===== config.mk =====
export PLATFORM = sky130hd
export DESIGN_NAME = register_file_flat
export DESIGN_NICKNAME = d
export VERILOG_FILES = /design/src/rtl/cpu_pkg.sv /design/src/rtl/register_file_if.sv /design/src/rtl/rf_read_port.sv /design/src/rtl/register_file.sv /design/src/flat_wrapper.sv
export SDC_FILE = /design/constraint.sdc
export NUM_CORES = 2
export LEC_CHECK = 0
export CELL_PAD_IN_SITES_DETAIL_PLACEMENT = 1
export CELL_PAD_IN_SITES_GLOBAL_PLACEMENT = 2
export CORE_MARGIN = 10
export CORE_UTILIZATION = 43
export DETAILED_ROUTE_END_ITERATION = 8
export PLACE_DENSITY_LB_ADDON = 0.05
export SLEW_MARGIN = 20
export SYNTH_ARGS = -nofsm -noshare
export SYNTH_HDL_FRONTEND = slang
export SYNTH_SLANG_ARGS = --single-unit

===== constraint.sdc =====
create_clock -name clk_i -period 7.03 [get_ports clk_i]
set_clock_uncertainty 0.05 [all_clocks]
set_input_delay 2.109 -clock clk_i [delete_from_list [all_inputs] [get_ports clk_i]]
set_output_delay 2.109 -clock clk_i [all_outputs]
set_load 0.005 [all_outputs]

===== src/rtl/cpu_pkg.sv =====
// Shared CPU datapath definitions.
// Provides the default register-file geometry, the architectural register
// indices that carry special meaning ($zero, $sp), the $sp reset value,
// and the address/word types used across the datapath.
package cpu_pkg;

  localparam int DATA_W   = 32;
  localparam int ADDR_W   = 5;
  localparam int REG_ZERO = 0;
  localparam int REG_SP   = 29;
  localparam int SP_RESET = 128;

  typedef logic [ADDR_W-1:0] reg_addr_t;
  typedef logic [DATA_W-1:0] word_t;

endpackage


===== src/rtl/register_file_if.sv =====
// Register-file bus interface.
// Groups the operand read ports (rs/rt), the debug read port, the
// write-back register write and the HI/LO write from the multiply unit.
//   master : datapath side, drives addresses/write data, receives read data
//   slave  : register file side
interface register_file_if
  import cpu_pkg::*;
#(
  parameter int DATA_W = cpu_pkg::DATA_W,
  parameter int ADDR_W = cpu_pkg::ADDR_W
);

  logic [ADDR_W-1:0]   rs_addr_i;
  logic [ADDR_W-1:0]   rt_addr_i;
  logic [DATA_W-1:0]   rs_data_o;
  logic [DATA_W-1:0]   rt_data_o;
  logic                reg_write_i;
  logic [ADDR_W-1:0]   rd_addr_i;
  logic [DATA_W-1:0]   rd_data_i;
  logic                hilo_write_i;
  logic [2*DATA_W-1:0] hilo_data_i;
  logic [DATA_W-1:0]   hi_o;
  logic [DATA_W-1:0]   lo_o;
  logic [ADDR_W-1:0]   dbg_addr_i;
  logic [DATA_W-1:0]   dbg_data_o;

  modport master (
    output rs_addr_i, rt_addr_i, reg_write_i, rd_addr_i, rd_data_i,
    output hilo_write_i, hilo_data_i, dbg_addr_i,
    input  rs_data_o, rt_data_o, hi_o, lo_o, dbg_data_o
  );

  modport slave (
    input  rs_addr_i, rt_addr_i, reg_write_i, rd_addr_i, rd_data_i,
    input  hilo_write_i, hilo_data_i, dbg_addr_i,
    output rs_data_o, rt_data_o, hi_o, lo_o, dbg_data_o
  );

endinterface


===== src/rtl/rf_read_port.sv =====
// One combinational register-file read port.
// Ports:
//   i_addr      read address
//   i_regs      full storage array
//   i_wr_en     register write enable of the current cycle
//   i_wr_addr   register write address of the current cycle
//   i_wr_data   register write data of the current cycle
//   i_byp_en    allow same-cycle write data to be forwarded
//   o_data      read data
// Address 0 always reads 0, even if a write to 0 is being presented.
module rf_read_port
  import cpu_pkg::*;
#(
  parameter int DATA_W = cpu_pkg::DATA_W,
  parameter int ADDR_W = cpu_pkg::ADDR_W
) (
  input  logic [ADDR_W-1:0]                    i_addr,
  input  logic [(1<<ADDR_W)-1:0][DATA_W-1:0]   i_regs,
  input  logic                                 i_wr_en,
  input  logic [ADDR_W-1:0]                    i_wr_addr,
  input  logic [DATA_W-1:0]                    i_wr_data,
  input  logic                                 i_byp_en,
  output logic [DATA_W-1:0]                    o_data
);

  always_comb begin
    o_data = i_regs[i_addr];
    if (i_addr == ADDR_W'(REG_ZERO)) begin
      o_data = '0;
    end else if (i_byp_en && i_wr_en && (i_wr_addr == i_addr)) begin
      o_data = i_wr_data;
    end
  end

endmodule


===== src/rtl/register_file.sv =====
// Architectural register file for the single-cycle MIPS datapath:
// 32 general-purpose registers plus HI/LO.
// Ports:
//   clk_i  clock, all state updates on the rising edge
//   rst_n  synchronous active-low reset
//   rf     register_file_if.slave: rs/rt/dbg reads, register write,
//          HI/LO write and HI/LO read-out
// With BYPASS=1 a write presented this cycle is already visible on the
// rs/rt and HI/LO outputs; the debug port always shows stored state.
module register_file
  import cpu_pkg::*;
#(
  parameter int DATA_W   = cpu_pkg::DATA_W,
  parameter int ADDR_W   = cpu_pkg::ADDR_W,
  parameter int BYPASS   = 1,
  parameter int SP_RESET = cpu_pkg::SP_RESET
) (
  input  logic             clk_i,
  input  logic             rst_n,
  register_file_if.slave   rf
);

  localparam int NREG = 1 << ADDR_W;

  logic [NREG-1:0][DATA_W-1:0] r_regs;
  logic [DATA_W-1:0]           r_hi;
  logic [DATA_W-1:0]           r_lo;

  logic w_byp_en;
  logic w_hilo_byp;

  // Forwarding is suppressed while reset is asserted: the write is lost,
  // so it must not appear on the outputs either.
  assign w_byp_en   = (BYPASS != 0) & rst_n;
  assign w_hilo_byp = w_byp_en & rf.hilo_write_i;

  always_ff @(posedge clk_i) begin
    if (!rst_n) begin
      for (int i = 0; i < NREG; i++) begin
        r_regs[i] <= (i == REG_SP) ? DATA_W'(SP_RESET) : '0;
      end
      r_hi <= '0;
      r_lo <= '0;
    end else begin
      if (rf.reg_write_i && (rf.rd_addr_i != ADDR_W'(REG_ZERO))) begin
        r_regs[rf.rd_addr_i] <= rf.rd_data_i;
      end
      if (rf.hilo_write_i) begin
        r_hi <= rf.hilo_data_i[2*DATA_W-1:DATA_W];
        r_lo <= rf.hilo_data_i[DATA_W-1:0];
      end
    end
  end

  rf_read_port #(.DATA_W(DATA_W), .ADDR_W(ADDR_W)) u_rs_port (
    .i_addr    (rf.rs_addr_i),
    .i_regs    (r_regs),
    .i_wr_en   (rf.reg_write_i),
    .i_wr_addr (rf.rd_addr_i),
    .i_wr_data (rf.rd_data_i),
    .i_byp_en  (w_byp_en),
    .o_data    (rf.rs_data_o)
  );

  rf_read_port #(.DATA_W(DATA_W), .ADDR_W(ADDR_W)) u_rt_port (
    .i_addr    (rf.rt_addr_i),
    .i_regs    (r_regs),
    .i_wr_en   (rf.reg_write_i),
    .i_wr_addr (rf.rd_addr_i),
    .i_wr_data (rf.rd_data_i),
    .i_byp_en  (w_byp_en),
    .o_data    (rf.rt_data_o)
  );

  rf_read_port #(.DATA_W(DATA_W), .ADDR_W(ADDR_W)) u_dbg_port (
    .i_addr    (rf.dbg_addr_i),
    .i_regs    (r_regs),
    .i_wr_en   (rf.reg_write_i),
    .i_wr_addr (rf.rd_addr_i),
    .i_wr_data (rf.rd_data_i),
    .i_byp_en  (1'b0),
    .o_data    (rf.dbg_data_o)
  );

  assign rf.hi_o = w_hilo_byp ? rf.hilo_data_i[2*DATA_W-1:DATA_W] : r_hi;
  assign rf.lo_o = w_hilo_byp ? rf.hilo_data_i[DATA_W-1:0]        : r_lo;

endmodule


===== src/flat_wrapper.sv =====
// flat-port wrapper written by rule: the top's interface ports become plain ports
module register_file_flat import cpu_pkg::*;
#(
  parameter int DATA_W   = cpu_pkg::DATA_W,
  parameter int ADDR_W   = cpu_pkg::ADDR_W,
  parameter int BYPASS   = 1,
  parameter int SP_RESET = cpu_pkg::SP_RESET
)
  (clk_i, rst_n, rf_rs_addr_i, rf_rt_addr_i, rf_reg_write_i, rf_rd_addr_i, rf_rd_data_i, rf_hilo_write_i, rf_hilo_data_i, rf_dbg_addr_i, rf_rs_data_o, rf_rt_data_o, rf_hi_o, rf_lo_o, rf_dbg_data_o);
  register_file_if #(.DATA_W(DATA_W), .ADDR_W(ADDR_W)) rf_i ();
  input  logic clk_i;
  input  logic rst_n;
  input wire logic [$bits(rf_i.rs_addr_i)-1:0] rf_rs_addr_i;
  input wire logic [$bits(rf_i.rt_addr_i)-1:0] rf_rt_addr_i;
  input wire logic [$bits(rf_i.reg_write_i)-1:0] rf_reg_write_i;
  input wire logic [$bits(rf_i.rd_addr_i)-1:0] rf_rd_addr_i;
  input wire logic [$bits(rf_i.rd_data_i)-1:0] rf_rd_data_i;
  input wire logic [$bits(rf_i.hilo_write_i)-1:0] rf_hilo_write_i;
  input wire logic [$bits(rf_i.hilo_data_i)-1:0] rf_hilo_data_i;
  input wire logic [$bits(rf_i.dbg_addr_i)-1:0] rf_dbg_addr_i;
  output wire logic [$bits(rf_i.rs_data_o)-1:0] rf_rs_data_o;
  output wire logic [$bits(rf_i.rt_data_o)-1:0] rf_rt_data_o;
  output wire logic [$bits(rf_i.hi_o)-1:0] rf_hi_o;
  output wire logic [$bits(rf_i.lo_o)-1:0] rf_lo_o;
  output wire logic [$bits(rf_i.dbg_data_o)-1:0] rf_dbg_data_o;
  assign rf_i.rs_addr_i = rf_rs_addr_i;
  assign rf_i.rt_addr_i = rf_rt_addr_i;
  assign rf_i.reg_write_i = rf_reg_write_i;
  assign rf_i.rd_addr_i = rf_rd_addr_i;
  assign rf_i.rd_data_i = rf_rd_data_i;
  assign rf_i.hilo_write_i = rf_hilo_write_i;
  assign rf_i.hilo_data_i = rf_hilo_data_i;
  assign rf_i.dbg_addr_i = rf_dbg_addr_i;
  assign rf_rs_data_o = rf_i.rs_data_o;
  assign rf_rt_data_o = rf_i.rt_data_o;
  assign rf_hi_o = rf_i.hi_o;
  assign rf_lo_o = rf_i.lo_o;
  assign rf_dbg_data_o = rf_i.dbg_data_o;
  register_file #(.DATA_W(DATA_W), .ADDR_W(ADDR_W), .BYPASS(BYPASS), .SP_RESET(SP_RESET)) u_core (.clk_i(clk_i), .rst_n(rst_n), .rf(rf_i));
endmodule

# == Word-level counts from Yosys, hierarchy flattened ==
# Cells that the tools add are included.
# totals
elab_cells,67
inputBits,120
register_bits,1088
# classes
eq_ne,2
magnitude_cmp,5
muxes,16
n_bitwise,1
n_reduce_logical,9
# ops
op,n
$bwmux W1024,1
$bmux W32 S5,3
$mux W32,11
$demux W32 S5,1
$lt A5 B6 Y1 const B,4
$logic_not A5 Y1,3
$eq A5 B5 Y1,2
$ge A5 B1 Y1 const B,1
$logic_and A1 B1 Y1,5
$reduce_bool A5 Y1,1
$and A1 B1 Y1,1

# == Longest topological paths before layout ==
# logic_depth
word_depth,5
depth_mapped,9

# == Cells and area by module ==
# Synthesis repeated with hierarchy kept, for this count alone.
# unflattened
cells_unflattened,6022
hier_area_um2,65526.6
# modules_own_cells
module,seq_area_each_um2,area_each_um2,instances,cells_each
register_file,21780.9,39198.8,1,3715
rf_read_port,0.0,8775.9,3,769

# == Least setup slack after synthesis ==
# OpenSTA, ideal clock, no wires.
# synth_path
path_kind,input -> output
start,input port rf_dbg_addr_i[1]
end,output port rf_dbg_data_o[26]
path_buffers,3
cell_stages,7
setup_slack_ns,1.052
t_arrival_ns,3.819
path_cell_list,buf_2 > clkbuf_1 > clkbuf_1 > mux4_2 > mux4_2 > nand2_1 > o21ai_1
# synth_via
elab_chain_cells,3
word_cells_on_any_way,4
cone_classes,3 x mux; 1 x reduce/logical
# synth_rtl
element,line_no,text
start: declaration,flat_wrapper.sv:20,input wire logic [$bits(rf_i.dbg_addr_i)-1:0] rf_dbg_addr_i;
$bmux W32 S5,rf_read_port.sv:27,o_data = i_regs[i_addr];
$mux W32 (implied by the code),rf_read_port.sv:27,
$mux W32 (*),rf_read_port.sv:28,if (i_addr == ADDR_W'(REG_ZERO)) begin
end: declaration,flat_wrapper.sv:25,output wire logic [$bits(rf_i.dbg_data_o)-1:0] rf_dbg_data_o;
# Every way passes the cells marked *; elsewhere a longest branch is shown, timed or not. The select of a mux whose other input is x is not followed.

# == Final worst setup path ==
# layout_path
start,input port rf_reg_write_i
end,output port rf_rt_data_o[21]
# layout_via
elab_chain_cells,4
# layout_rtl
element,line_no,text
start: declaration,flat_wrapper.sv:15,input wire logic [$bits(rf_i.reg_write_i)-1:0] rf_reg_write_i;
$logic_and A1 B1 Y1 (2 in series),rf_read_port.sv:30,end else if (i_byp_en && i_wr_en && (i_wr_addr == i_addr)) begin
$mux W32,rf_read_port.sv:30,
$mux W32,rf_read_port.sv:28,
end: declaration,flat_wrapper.sv:22,output wire logic [$bits(rf_i.rt_data_o)-1:0] rf_rt_data_o;
# Every way passes these cells.

==> results_dict.tcl <==
set metrics [dict create \
    core_um2 154000 \
    post_drt_wl_per_cell_um 37.9 \
    fp.dieW_um 414 \
    yosysSeqAreaShare 0.327 \
    num_rows 144 \
    synth.cell_area_um2 66600 \
    grt_max_degree 122 \
    root_buffer "clkbuf_16" \
    ys_ff_latch 1088 \
    p_switching_w 0.00439 \
    grt_pass1_vias 62900 \
    violations "setup timing" \
    hp-class "register to register" \
    dr.pass1.iters 6 \
    power_density_nw_per_um2 202 \
    p_seq_frac 0.394 \
    cts_made_buffers 138 \
    clock_power_share 0.467 \
    cap_violations 0 \
    cts_tree "done" \
    setup.worst_path.start_class "input port" \
    yosysTopAreaCellShare 0.327 \
    rsz0062_at_grt "yes" \
    crit_end "rf_rt_data_o[21]" \
    gp_congestion 0.945 \
    r2r_slack_ps 6150 \
    synth_fp_nets 7064 \
    htree_levels 4 \
    min_path_cells 2 \
    pre_cts_ws_ps -327 \
    synth-main-ff-cell "dfxtp_1" \
    m1WireLength_um 135000 \
    post-dp-hpwl_um 229000 \
    hold_buffers 0 \
    grt_pass1_wl_um 488000 \
    post-synth-top-count-cell "nand2_1" \
    routed-via-count 63500 \
    routed.top_layer "met5" \
    cp_max_fo 8 \
    r2r-start "u_core.r_regs[422]" \
    clk_latency_ps 770 \
    relSlewSlack 0.194 \
    drt_iter0_markers 8568 \
    wl_met3_um 42100 \
    grt_usage 0.399 \
    nFillCells 16800 \
    io_buffers 279 \
    wl_met2_um 149000 \
    post-route-min-period_ps 7080 \
    setup_ws_ps -53.9 \
    synth_area_leaders "dfxtp_1, mux4_2, nand2_1" \
    clk_pin_slew_ps 60 \
    antenna_found_initial 28 \
    synth_cell_types 58 \
    yosys-top-cells-count "nand2_1, dfxtp_1, a21boi_0, mux4_2, clkbuf_1" \
    fmax_ghz 0.141 \
    die-area_um2 171000 \
    clock_path_buffers 3 \
    crit_start "rf_reg_write_i" \
    end_kind "output pin" \
    layout-drive-gt1-share 0.237 \
    fin_hold_ws_ps 433 \
    wl_um 352000 \
    status "complete, but fails checks" \
    vias_per_cell 6.82 \
    drc 0 \
    p_comb_frac 0.138 \
    internal_power_w 0.0115 \
    syn_to_final_growth_pct 18.7 \
    irDropWorstVdd_mv 0.242 \
    gr-total-overflow 0 \
    r2r-end "u_core.r_regs[422]" \
    avgSynthCellArea_um2 9.59 \
    yosys_warnings 0 \
    criticalPathCategory "input port to output pin" \
    slew_violations 0 \
    clock_sinks 1088 \
    fin_crit_sh 1.01 \
    reg2reg_depth 2 \
    synth_top_area_cell "dfxtp_1" \
    final_net_count 7266 \
    synthArstFlopShare 0 \
    critPathRequiredTime_ps 4870 \
    initial_core_util 0.432 \
    synth_edf_count 0 \
    netlist_instances 6944 \
    hold_viol_final 0 \
    setup_viol_count_final 6 \
    fp.dieH_um 414 \
    leakage_nw 27.0 \
    tightest_slew_ps 1200 \
    ios 280 \
    cp.arrival_ps 4920 \
    p_sw_frac 0.276 \
    ant_nets 0 \
]
cell usage in the layout (no fill, tap or decap), types with 96 or more instances in the layout:
cell             count
a21boi_0           821
a21boi_1           170
buf_12             110
buf_4              411
clkbuf_16          147
clkdlybuf4s50_1    255
dfxtp_1           1088
mux2_2             158
mux2i_1            295
mux4_2             683
nand2_1           2053
nor3_1              96
how the worst min path moves through the flow:
stage	endpoint	slack (ps)	startpoint
after CTS	u_core.r_regs[157]	430	u_core.r_regs[157]
after global routing	u_core.r_regs[841]	450	u_core.r_regs[841]
after detailed placement	u_core.r_regs[157]	420	u_core.r_regs[157]
after global placement	u_core.r_regs[277]	410	u_core.r_regs[277]
final	u_core.r_regs[815]	430	u_core.r_regs[815]
after floorplan	u_core.r_regs[109]	400	u_core.r_regs[109]
stage by stage:
step	utilization	cell area (µm²)	TNS [ps]	total power, W	std cells
after global routing	0.513	79000	-27.1	0.0163	9295
after floorplan	-	66600	0	0.00749	6944
final	0.513	79100	-125	0.0159	9305
after CTS	0.511	78800	0	0.0159	9288
after global placement	0.481	74100	-3250	0.00852	9044
after detailed placement	0.481	74100	-3830	0.00854	9044
state kept, by name (all words and copies together) (netlist names):
name           cells
u_core.r_regs   1024
u_core.r_hi       32
u_core.r_lo       32
power groups by stage:
stage | registers [W] | logic [W] | clock network [W]
2_1_floorplan | 0.00640 | 0.00109 | 0
3_3_place_gp | 0.00641 | 0.00211 | 0
3_5_place_dp | 0.00642 | 0.00212 | 0
4_1_cts | 0.00628 | 0.00213 | 0.00749
5_1_grt | 0.00629 | 0.00224 | 0.00775
6_report | 0.00628 | 0.00220 | 0.00745
final cells by class:
type                       count  area, µm²  share of cell area
multi-input combinational   5068      41600               0.526
sequential                  1088      21800               0.275
timing repair buffer         813       8330               0.105
clock buffer                 209       4180              0.0529
tap                         2044       2560              0.0323
clock inverter                35        434             0.00549
inverter                      37        143             0.00180
antenna                       11       27.5            0.000348
timing repair:
action | CTS | global route
pin swaps | 1 | 4
setup buffers | 0 | 3
resized for setup | 24 | 30
cloned | 0 | 1
setup endpoints to repair | 42 | 30
kinds of logic (layout without fill, tap and decap cells):
logic type | after synthesis | in the layout | synth area share
simple gates | 2512 | 2512 | 0.153
compound gates | 1398 | 1398 | 0.155
mux | 1148 | 1148 | 0.306
flops | 1088 | 1088 | 0.327
buf+inv | 788 | 1094 | 0.0571
xor+xnor | 10 | 10 | 0.00131
other cells | 0 | 11 | 0
critical path, stage by stage:
cell             delay [ps]
clkdlybuf4s50_1         630
nand2_1                 150
nor3_1                  270
nand2_1                 170
nor2_2                  340
buf_12                  210
buf_12                  120
a221o_1                 250
clkdlybuf4s50_1         660
layer usage:
metal / vias up / track usage
met5: - / 0
met4: 12 / 0.247
met3: 1162 / 0.126
met2: 4322 / 0.578
met1: 32700 / 0.515
li1: 25300 / -
No activity file was read; power rests on OpenSTA's default activity.
